[src/rtl/icap_seq_ctrl_pkg.sv]
// Shared ICAP command words, sequence indices, the controller state enum
// and the word-list lookups used by the sequencer.
package icap_seq_ctrl_pkg;

    localparam int unsigned WORD_W = 16;
    localparam int unsigned IDX_W  = 4;
    localparam int unsigned ADDR_W = 24;

    // ICAP word constants (16-bit configuration interface)
    localparam logic [WORD_W-1:0] W_DUMMY       = 16'hFFFF;
    localparam logic [WORD_W-1:0] W_SYNC0       = 16'hAA99;
    localparam logic [WORD_W-1:0] W_SYNC1       = 16'h5566;
    localparam logic [WORD_W-1:0] W_NOOP        = 16'h2000;
    localparam logic [WORD_W-1:0] W_HDR_GEN1    = 16'h3261;
    localparam logic [WORD_W-1:0] W_HDR_GEN2    = 16'h3281;
    localparam logic [WORD_W-1:0] W_HDR_GEN3    = 16'h32A1;
    localparam logic [WORD_W-1:0] W_HDR_GEN4    = 16'h32C1;
    localparam logic [WORD_W-1:0] W_HDR_CMD     = 16'h30A1;
    localparam logic [WORD_W-1:0] W_HDR_RD_STAT = 16'h2901;
    localparam logic [WORD_W-1:0] W_CMD_IPROG   = 16'h000E;
    localparam logic [WORD_W-1:0] W_CMD_DESYNC  = 16'h000D;

    // Last index of each word list and the IPROG word position
    localparam logic [IDX_W-1:0] BOOT_LAST    = 4'd15;
    localparam logic [IDX_W-1:0] BOOT_IPROG   = 4'd13;
    localparam logic [IDX_W-1:0] STAT_LAST    = 4'd6;
    localparam logic [IDX_W-1:0] DESYNC_LAST  = 4'd3;

    typedef enum logic [2:0] {
        ST_IDLE,
        ST_BOOT_WR,
        ST_BOOT_HALT,
        ST_STAT_WR,
        ST_STAT_TURN,
        ST_STAT_RD,
        ST_STAT_DESYNC
    } state_e;

    // IPROG warm-boot word list
    function automatic logic [WORD_W-1:0] boot_word(
        input logic [IDX_W-1:0]  idx,
        input logic [ADDR_W-1:0] addr,
        input logic [7:0]        opcode,
        input logic [ADDR_W-1:0] fb_addr
    );
        case (idx)
            4'd0, 4'd1: boot_word = W_DUMMY;
            4'd2:       boot_word = W_SYNC0;
            4'd3:       boot_word = W_SYNC1;
            4'd4:       boot_word = W_HDR_GEN1;
            4'd5:       boot_word = addr[15:0];
            4'd6:       boot_word = W_HDR_GEN2;
            4'd7:       boot_word = {opcode, addr[23:16]};
            4'd8:       boot_word = W_HDR_GEN3;
            4'd9:       boot_word = fb_addr[15:0];
            4'd10:      boot_word = W_HDR_GEN4;
            4'd11:      boot_word = {opcode, fb_addr[23:16]};
            4'd12:      boot_word = W_HDR_CMD;
            4'd13:      boot_word = W_CMD_IPROG;
            default:    boot_word = W_NOOP;
        endcase
    endfunction

    // STAT read request word list
    function automatic logic [WORD_W-1:0] stat_word(input logic [IDX_W-1:0] idx);
        case (idx)
            4'd0:       stat_word = W_DUMMY;
            4'd1:       stat_word = W_SYNC0;
            4'd2:       stat_word = W_SYNC1;
            4'd4:       stat_word = W_HDR_RD_STAT;
            default:    stat_word = W_NOOP;
        endcase
    endfunction

    // DESYNC word list closing a STAT read
    function automatic logic [WORD_W-1:0] desync_word(input logic [IDX_W-1:0] idx);
        case (idx)
            4'd0:       desync_word = W_HDR_CMD;
            4'd1:       desync_word = W_CMD_DESYNC;
            default:    desync_word = W_NOOP;
        endcase
    endfunction

endpackage

[src/rtl/icap_bitswap.sv]
// Reverses bit order within each byte of a 16-bit ICAP word.
//   d_i : word in natural bit order
//   q_o : word with each byte bit-reversed
module icap_bitswap
    import icap_seq_ctrl_pkg::*;
(
    input  logic [WORD_W-1:0] d_i,
    output logic [WORD_W-1:0] q_o
);

    for (genvar i = 0; i < 8; i++) begin : g_swap
        assign q_o[i]     = d_i[7-i];
        assign q_o[8+i]   = d_i[15-i];
    end

endmodule

[src/rtl/icap_seq_ctrl.sv]
// ICAP sequencer: issues IPROG warm-boot and STAT register read sequences.
//   clk, rst_n           : clock, async active-low reset
//   boot_req/boot_addr   : warm-boot request and target address; boot_ack pulse
//   stat_req             : STAT read request; stat_valid/stat_data/stat_err result
//   busy                 : high whenever a sequence is active
//   icap_ce_n/icap_wr_n  : ICAP strobes (active-low); icap_din/icap_dout data
//   icap_busy            : ICAP busy flag, stalls words and reads
module icap_seq_ctrl
    import icap_seq_ctrl_pkg::*;
#(
    parameter logic [7:0]        SPI_OPCODE    = 8'h0B,
    parameter logic [ADDR_W-1:0] FALLBACK_ADDR = 24'h000000,
    parameter int unsigned       RD_TIMEOUT    = 255
) (
    input  logic              clk,
    input  logic              rst_n,
    input  logic              boot_req,
    input  logic [ADDR_W-1:0] boot_addr,
    output logic              boot_ack,
    input  logic              stat_req,
    output logic              stat_valid,
    output logic [WORD_W-1:0] stat_data,
    output logic              stat_err,
    output logic              busy,
    output logic              icap_ce_n,
    output logic              icap_wr_n,
    output logic [WORD_W-1:0] icap_din,
    input  logic [WORD_W-1:0] icap_dout,
    input  logic              icap_busy
);

    localparam int unsigned TMO_W = $clog2(RD_TIMEOUT + 1);

    state_e              state_q, state_d;
    logic [IDX_W-1:0]    idx_q, idx_d;
    logic [ADDR_W-1:0]   addr_q, addr_d;
    logic [TMO_W-1:0]    tmo_q, tmo_d;
    logic                rd_done_q, rd_done_d;
    logic                boot_ack_q, boot_ack_d;
    logic                stat_valid_q, stat_valid_d;
    logic [WORD_W-1:0]   stat_data_q, stat_data_d;
    logic                stat_err_q, stat_err_d;
    logic                busy_q, busy_d;
    logic                ce_n_q, ce_n_d;
    logic                wr_n_q, wr_n_d;
    logic [WORD_W-1:0]   din_q, din_d;
    logic [WORD_W-1:0]   dout_sw;

    icap_bitswap u_swap_din  (.d_i(din_q),     .q_o(icap_din));
    icap_bitswap u_swap_dout (.d_i(icap_dout), .q_o(dout_sw));

    // Next-state, sequencing and output decode
    always_comb begin
        state_d      = state_q;
        idx_d        = idx_q;
        addr_d       = addr_q;
        tmo_d        = tmo_q;
        rd_done_d    = rd_done_q;
        stat_data_d  = stat_data_q;
        stat_err_d   = stat_err_q;
        boot_ack_d   = 1'b0;
        stat_valid_d = 1'b0;

        case (state_q)
            ST_IDLE: begin
                if (boot_req) begin
                    state_d = ST_BOOT_WR;
                    idx_d   = '0;
                    addr_d  = boot_addr;
                end else if (stat_req) begin
                    state_d = ST_STAT_WR;
                    idx_d   = '0;
                    addr_d  = boot_addr;
                end
            end
            ST_BOOT_WR: begin
                if (!icap_busy) begin
                    boot_ack_d = (idx_q == BOOT_IPROG);
                    if (idx_q == BOOT_LAST) state_d = ST_BOOT_HALT;
                    else                    idx_d   = idx_q + 4'd1;
                end
            end
            ST_BOOT_HALT: state_d = ST_BOOT_HALT;
            ST_STAT_WR: begin
                if (!icap_busy) begin
                    if (idx_q == STAT_LAST) begin
                        state_d   = ST_STAT_TURN;
                        rd_done_d = 1'b0;
                    end else begin
                        idx_d = idx_q + 4'd1;
                    end
                end
            end
            // Shared CE-high turnaround: before the read, or before DESYNC
            ST_STAT_TURN: begin
                if (rd_done_q) begin
                    state_d = ST_STAT_DESYNC;
                    idx_d   = '0;
                end else begin
                    state_d = ST_STAT_RD;
                    tmo_d   = '0;
                end
            end
            ST_STAT_RD: begin
                if (!icap_busy) begin
                    stat_data_d = dout_sw;
                    stat_err_d  = 1'b0;
                    state_d     = ST_STAT_TURN;
                    rd_done_d   = 1'b1;
                end else if (tmo_q == TMO_W'(RD_TIMEOUT - 1)) begin
                    stat_data_d = '0;
                    stat_err_d  = 1'b1;
                    state_d     = ST_STAT_TURN;
                    rd_done_d   = 1'b1;
                end else begin
                    tmo_d = tmo_q + TMO_W'(1);
                end
            end
            ST_STAT_DESYNC: begin
                if (!icap_busy) begin
                    if (idx_q == DESYNC_LAST) begin
                        state_d      = ST_IDLE;
                        stat_valid_d = 1'b1;
                    end else begin
                        idx_d = idx_q + 4'd1;
                    end
                end
            end
            default: state_d = ST_IDLE;
        endcase

        // ICAP strobes and word follow the upcoming state so they are registered
        ce_n_d = 1'b1;
        wr_n_d = 1'b1;
        din_d  = W_DUMMY;
        busy_d = (state_d != ST_IDLE);
        case (state_d)
            ST_BOOT_WR: begin
                ce_n_d = 1'b0;
                wr_n_d = 1'b0;
                din_d  = boot_word(idx_d, addr_d, SPI_OPCODE, FALLBACK_ADDR);
            end
            ST_STAT_WR: begin
                ce_n_d = 1'b0;
                wr_n_d = 1'b0;
                din_d  = stat_word(idx_d);
            end
            ST_STAT_DESYNC: begin
                ce_n_d = 1'b0;
                wr_n_d = 1'b0;
                din_d  = desync_word(idx_d);
            end
            ST_STAT_RD: ce_n_d = 1'b0;
            default: ;
        endcase
    end

    // State and output registers
    always_ff @(posedge clk or negedge rst_n) begin
        if (!rst_n) begin
            state_q      <= ST_IDLE;
            idx_q        <= '0;
            addr_q       <= '0;
            tmo_q        <= '0;
            rd_done_q    <= 1'b0;
            boot_ack_q   <= 1'b0;
            stat_valid_q <= 1'b0;
            stat_data_q  <= '0;
            stat_err_q   <= 1'b0;
            busy_q       <= 1'b0;
            ce_n_q       <= 1'b1;
            wr_n_q       <= 1'b1;
            din_q        <= W_DUMMY;
        end else begin
            state_q      <= state_d;
            idx_q        <= idx_d;
            addr_q       <= addr_d;
            tmo_q        <= tmo_d;
            rd_done_q    <= rd_done_d;
            boot_ack_q   <= boot_ack_d;
            stat_valid_q <= stat_valid_d;
            stat_data_q  <= stat_data_d;
            stat_err_q   <= stat_err_d;
            busy_q       <= busy_d;
            ce_n_q       <= ce_n_d;
            wr_n_q       <= wr_n_d;
            din_q        <= din_d;
        end
    end

    assign boot_ack   = boot_ack_q;
    assign stat_valid = stat_valid_q;
    assign stat_data  = stat_data_q;
    assign stat_err   = stat_err_q;
    assign busy       = busy_q;
    assign icap_ce_n  = ce_n_q;
    assign icap_wr_n  = wr_n_q;

endmodule

[config.mk]
export PLATFORM = sky130hd
export DESIGN_NAME = icap_seq_ctrl
export DESIGN_NICKNAME = d
export VERILOG_FILES = /design/src/rtl/icap_seq_ctrl_pkg.sv /design/src/rtl/icap_bitswap.sv /design/src/rtl/icap_seq_ctrl.sv
export SDC_FILE = /design/constraint.sdc
export NUM_CORES = 1
export LEC_CHECK = 0
export ABC_AREA = 1
export BUFFER_PORTS_ARGS = -buffer_cell sky130_fd_sc_hd__buf_4
export CORE_ASPECT_RATIO = 1.5
export CORE_MARGIN = 2
export CORE_UTILIZATION = 50
export DETAILED_ROUTE_END_ITERATION = 6
export GPL_TIMING_DRIVEN = 0
export PLACE_DENSITY = 0.81
export SLEW_MARGIN = 20
export SYNTH_ARGS = -nofsm -noshare
export SYNTH_HDL_FRONTEND = slang
export SYNTH_SLANG_ARGS = --single-unit
[constraint.sdc]
create_clock -name clk -period 2.25 [get_ports clk]
set_clock_uncertainty 0.1 [all_clocks]
set_input_delay 0.45 -clock clk [delete_from_list [all_inputs] [get_ports clk]]
set_output_delay 0.45 -clock clk [all_outputs]
set_load 0.01 [all_outputs]
Yosys cells after proc, flatten, opt, wreduce, memory -nomap -nowiden
Cells that the tools add are included.

storage, ports and cells
  word-level logic and storage cells = 109
  output and inout port bits = 38
  bits of input ports = 45
  register bits = 78

cells by class
  equality and inequality tests = 35
  reduce and logical (&&, ||, !) cells = 11
  muxes and demuxes = 48
  $add $sub $neg = 2

operators with widths
  cell                 count
  $pmux 16 s13         1
  $mux 24              3
  $pmux 16 s4          1
  $pmux 16 s3          1
  $mux 4               9
  $eq 4x4->1 const B   8
  $mux 16              2
  $mux 3               10
  $pmux 14 s2          1
  $mux 8               3
  $pmux 3 s7           1
  $eq 4x3->1 const B   5
  $pmux 4 s5           1
  $pmux 8 s2           1
  $eq 3x3->1 const B   5
  $eq 4x2->1 const B   3
  $mux 1               12
  $ne 2x2->1 const B   5
  $eq 3x2->1 const B   3
  $add 8x1->8 const B  1
  $eq 8x8->1 const B   1
  $reduce_and 4->1     2
  $eq 3x1->1 const B   2
  $add 4x1->4 const B  1
  other kinds (13)     14

Depth between registers and ports, before layout
  depth in word-level cells = 8
  depth in mapped cells = 18

By module
From an unflattened synthesis, not the netlist that was laid out.

second synthesis, totals
  cell total of the unflattened synthesis = 505
  area total of the unflattened synthesis = 4,484.3 um2

by module, submodules not included
  module         times used  seq. area each (um2)  area each (um2)  cells an instance
  icap_seq_ctrl  1           1,974.4               4,244.1          473
  icap_bitswap   2           0.0                   120.1            16

Worst setup path before layout
Ideal clock, no wire load.

  kind = reg2reg
  start point = register idx_q[0]
  end point = register din_q[3]
  data arrival time = 1.879 ns
  stages on the path, launching flop included = 18
  path slack = 0.211 ns
  path buffers = 1
  data required time = 2.090 ns
  cells stage by stage = dfrtp_1 -> inv_1 -> ha_1 -> nand2_1 -> nor2_1 -> nand2_1 -> nand2_4 -> nand2_1 -> nand3_1 -> nand3_4 -> nor2_4 -> nand2_4 -> inv_4 -> buf_12 -> nand2_2 -> nand3b_1 -> nand2_1 -> nand2_1

on the way
  cells in the longest elaborated chain, start to end = 8
  elaborated cells between the ends (all ways) = 43
  those cells by class = add/sub: 1; eq/ne: 19; mux: 21; reduce/logical: 2

RTL lines
  item                                                  line                                                                       source
  start, declared                                       icap_seq_ctrl.sv:35                                                        logic [IDX_W-1:0] idx_q, idx_d;
  start signal, assigned                                icap_seq_ctrl.sv:176                                                       idx_q <= idx_d;
  $add 4x1->4 (tied with other cells)                   icap_seq_ctrl.sv:80, icap_seq_ctrl.sv:90, icap_seq_ctrl.sv:125
  $mux 4 (on tied branches)                             icap_seq_ctrl.sv:121, icap_seq_ctrl.sv:79, icap_seq_ctrl.sv:86
  $mux 4 (on tied branches)                             icap_seq_ctrl.sv:120, icap_seq_ctrl.sv:77, icap_seq_ctrl.sv:85
  $pmux 4 s5 *                                          icap_seq_ctrl.sv:64                                                        case (state_q)
  via idx_d[3]                                          icap_seq_ctrl.sv:35
  $eq 4x1->1 / $logic_not 4->1 (equally long branches)  icap_seq_ctrl_pkg.sv:46, icap_seq_ctrl_pkg.sv:66, icap_seq_ctrl_pkg.sv:77
  $reduce_or 2->1                                       icap_seq_ctrl_pkg.sv:46                                                    case (idx)
  $pmux 16 s13                                          icap_seq_ctrl_pkg.sv:46
  $pmux 16 s3 *                                         icap_seq_ctrl.sv:137                                                       case (state_d)
  via din_d[3]                                          icap_seq_ctrl.sv:46                                                        logic [WORD_W-1:0] din_q, din_d;
  end signal, assigned                                  icap_seq_ctrl.sv:187                                                       din_q <= din_d;
  end, declared                                         icap_seq_ctrl.sv:46

Mark *: on every way through the listed nets, which the timed path passes. The rest lies on a longest branch.
A chain may end at the register's enable or synchronous reset.

Worst setup path after layout
  start point = register state_q[2]
  end point = register din_q[6]

on the way
  cells in the longest elaborated chain, start to end = 6
  elaborated cells between the ends (all ways) = 41
  those cells by class = eq/ne: 22; mux: 16; reduce/logical: 3

RTL lines
  item                                                  line                                              source
  start, declared                                       icap_seq_ctrl.sv:34                               state_e state_q, state_d;
  start signal, assigned                                icap_seq_ctrl.sv:175                              state_q <= state_d;
  $eq 3x3->1 (tied with other cells)                    icap_seq_ctrl.sv:64
  $pmux 4 s5                                            icap_seq_ctrl.sv:64
  $eq 4x1->1 / $logic_not 4->1 (equally long branches)  icap_seq_ctrl_pkg.sv:46, icap_seq_ctrl_pkg.sv:66
  $reduce_or 2->1                                       icap_seq_ctrl_pkg.sv:46
  $pmux 16 s13                                          icap_seq_ctrl_pkg.sv:46
  $pmux 16 s3 *                                         icap_seq_ctrl.sv:137
  via din_d[6]                                          icap_seq_ctrl.sv:46

Marked as above.

==> results.yml <==
status:
  status: "complete, but fails checks"
  violations: "negative setup slack"
placement:
  numPlacedInstances: 661
  place.gp.congestion: 0.9112
  dp_hpwl_um: 7768
  io_buffers: 81
  postPlaceCellArea_um2: 4986
job:
  cap_violations: 0
clocking:
  cts.reportedPaths.clkPinSlew_ns: 0.06
  cts_root_buf: "clkbuf_16"
  clk_latency_ns: 0.34
  h-tree-depth: 3
  cts_sinks: 78
  cts_buffer_depth: 2
  cts_buffers: 9
  tritoncts: "yes"
setup_path:
  start_kind: "register"
  regToRegEndpoint: "din_q[6]"
  cp_max_fo: 7
  worst_ep_required_time_ns: 2.41
  worstSetupEndpointType: "register"
  reg2regPathDepth: 17
  crit_arrival_ns: 2.52
  crit_path_start: "state_q[2]"
  crit_type: "reg2reg"
  reg2reg_from: "state_q[2]"
  endpoint: "din_q[6]"
  reg2reg_slack_ns: -0.10
synth:
  yosysUniqueCellTypes: 40
  synth_area_um2: 4244
  synth_nets: 523
  ys_top_cells_by_area: "dfrtp_1, dfstp_2, nand2_1"
  yosysTopAreaCell: "dfrtp_1"
  synthesis.instances: 473
  synth_seq_cells: 78
  yosys_warnings: 0
  ys_seq_area_frac: 0.4652
  synth_top_area_frac: 0.3538
  avgSynthCellArea_um2: 8.973
cells_and_area:
  drive_gt1_frac: 0.4926
  diodes: 0
  layout_commonest_cell: "buf_4"
  final_cell_mix: "buf_4, nand2_1, dfrtp_1"
  area_growth_pct: 38.83
  multiInputGateArea_um2: 2223
  nNetsFinal: 650
  stdcell_count: 712
  fill_cells: 623
  seq_area_um2: 1979
  fin_area_um2: 5892
routing:
  drc: 0
  dr.pass1.iters: 6
  num_vias: 3760
  wirelength_um: 11210
  via_per_inst: 5.281
  drt_iter0_drc: 168
  ant_nets: 0
  routedWlPerCell_um: 15.74
timing:
  max_freq_mhz: 424.7
  slew-limit-headroom: 0.3600
  fin_ws_ns: -0.1048
  rsz0062_at_grt: "true"
  period_share: 1.047
  period_needed_ns: 2.355
  hold_slack_ns: 0.1407
  setup_viol_count_final: 11
  hold_viol: 0
  drv_slew: 0
  worstMarginPinSlew_ns: 0.9601
global_routing:
  grt_overflow_total: 0
  antenna_found_initial: 0
  grt_start_max_net_pins: 79
  grt_pass1_wl_um: 16600
  grt_pass1_vias: 3628
  groute.usage.overall: 0.2332
power:
  p_leak_nw: 2.941
  p_per_area_nw_per_um2: 1780
  power_mw: 10.49
  ir_drop_uv: 1025
floorplanning:
  rows: 41
  start_util: 0.5107
  coreArea_um2: 8310
  boundaryPins: 83
  die_h_um: 116.8
  die_w_um: 79.23
  die_area_um2: 9256
hold_path:
  min_path_type: "in2async"
## area by class of cell
| class | count | share of cell area |
|---|---|---|
| Inverter | 51 | 0.03610 |
| Clock inverter | 6 | 0.01487 |
| Tap cell | 107 | 0.02272 |
| Multi-Input combinational cell | 331 | 0.3774 |
| Sequential cell | 78 | 0.3360 |
| Timing Repair Buffer | 116 | 0.1514 |
| Buffer | 13 | 0.02272 |
| Clock buffer | 10 | 0.03886 |
## how the worst min path moves through the flow
stage / end / startpoint / slack (ns) / cells past startpoint
after global placement: stat_err / stat_err / 0.38 / 2
final: tmo_q[7] / rst_n / 0.14 / 1
after detailed placement: stat_data[1] / stat_data[1] / 0.38 / 1
after global routing: stat_data[5] / icap_dout[2] / 0.23 / 2
after floorplan: addr_q[0] / rst_n / 0.05 / 0
after CTS: tmo_q[5] / rst_n / 0.19 / 1
## kinds of logic after synthesis
kind of cell | share of synthesized area
multiplexers | 0.05837
buffers and inverters | 0.07695
AND/OR/NAND/NOR | 0.3069
adder cells (fa/ha/maj) | 0.01474
flip-flops | 0.4652
AO/OA/AOI/OAI | 0.07783
## state kept, by name, indices dropped and copies added, names as in the netlist, 3 cells and up
name,flops
stat_data,16
din_q,16
tmo_q,8
idx_q,4
addr_q,24
state_q,3
## Yosys cell counts (all sizes together)
cell type and number:
o21ai 20, a22o 16, clkbuf 2, buf 11, clkinv 2, a21boi 1, nor2 43, o2111ai 1
dfstp 18, nor3 5, nand3b 2, dfrtp 60, nand2 149, mux2 22, or2 1, ha 5
inv 49, a21oi 11, nor3b 1, and3 1, a211oi 1, nand4 7, nor4 1, nand3 44
## metal layers
layer,vias up,global-route usage,routed length (µm)
met5,-,0,0
met4,0,0.1138,315
met3,25,0.04294,444
met2,118,0.4503,6370
met1,1814,0.2380,4074
li1,1803,-,-
## power breakdown
part | switching, mW | internal (mW)
clock network | 0.561 | 0.970
logic | 3.79 | 2.73
registers | 0.271 | 2.17
total | 4.62 | 5.87
## stage by stage
stage          setup TNS [ns]  worst slack [ns]  utilization
2_1_floorplan               0            0.2111            -
3_3_place_gp           -1.860           -0.1777       0.6000
3_5_place_dp           -2.635           -0.2450       0.6000
4_1_cts              -0.01051         -0.005993       0.6540
5_1_grt                -2.312           -0.2153       0.7090
6_report              -0.5031           -0.1048       0.7090
## worst max-delay path, stage by stage, from the launching register on
cell and delay (ns):
dfrtp_2 0.45, inv_4 0.10, nand2_4 0.09, nor2_4 0.21, buf_4 0.16, nand2_4 0.06, nand3_1 0.10, nand2_1 0.08
nand2_1 0.10, nand2_2 0.09, nand2_4 0.11, clkinv_4 0.10, nand2_2 0.09, nand2_1 0.08, nor2_1 0.12, nand2_1 0.09
nand2_1 0.08, nand2_1 0.07
## timing repair
item	in CTS	in global routing
hold buffers	0	0
buffers inserted	11	23
gates cloned	0	1
pin swaps	10	34
gates resized for setup	17	74
endpoints found under the setup margin	17	18
(Power assumes the default switching activity.)
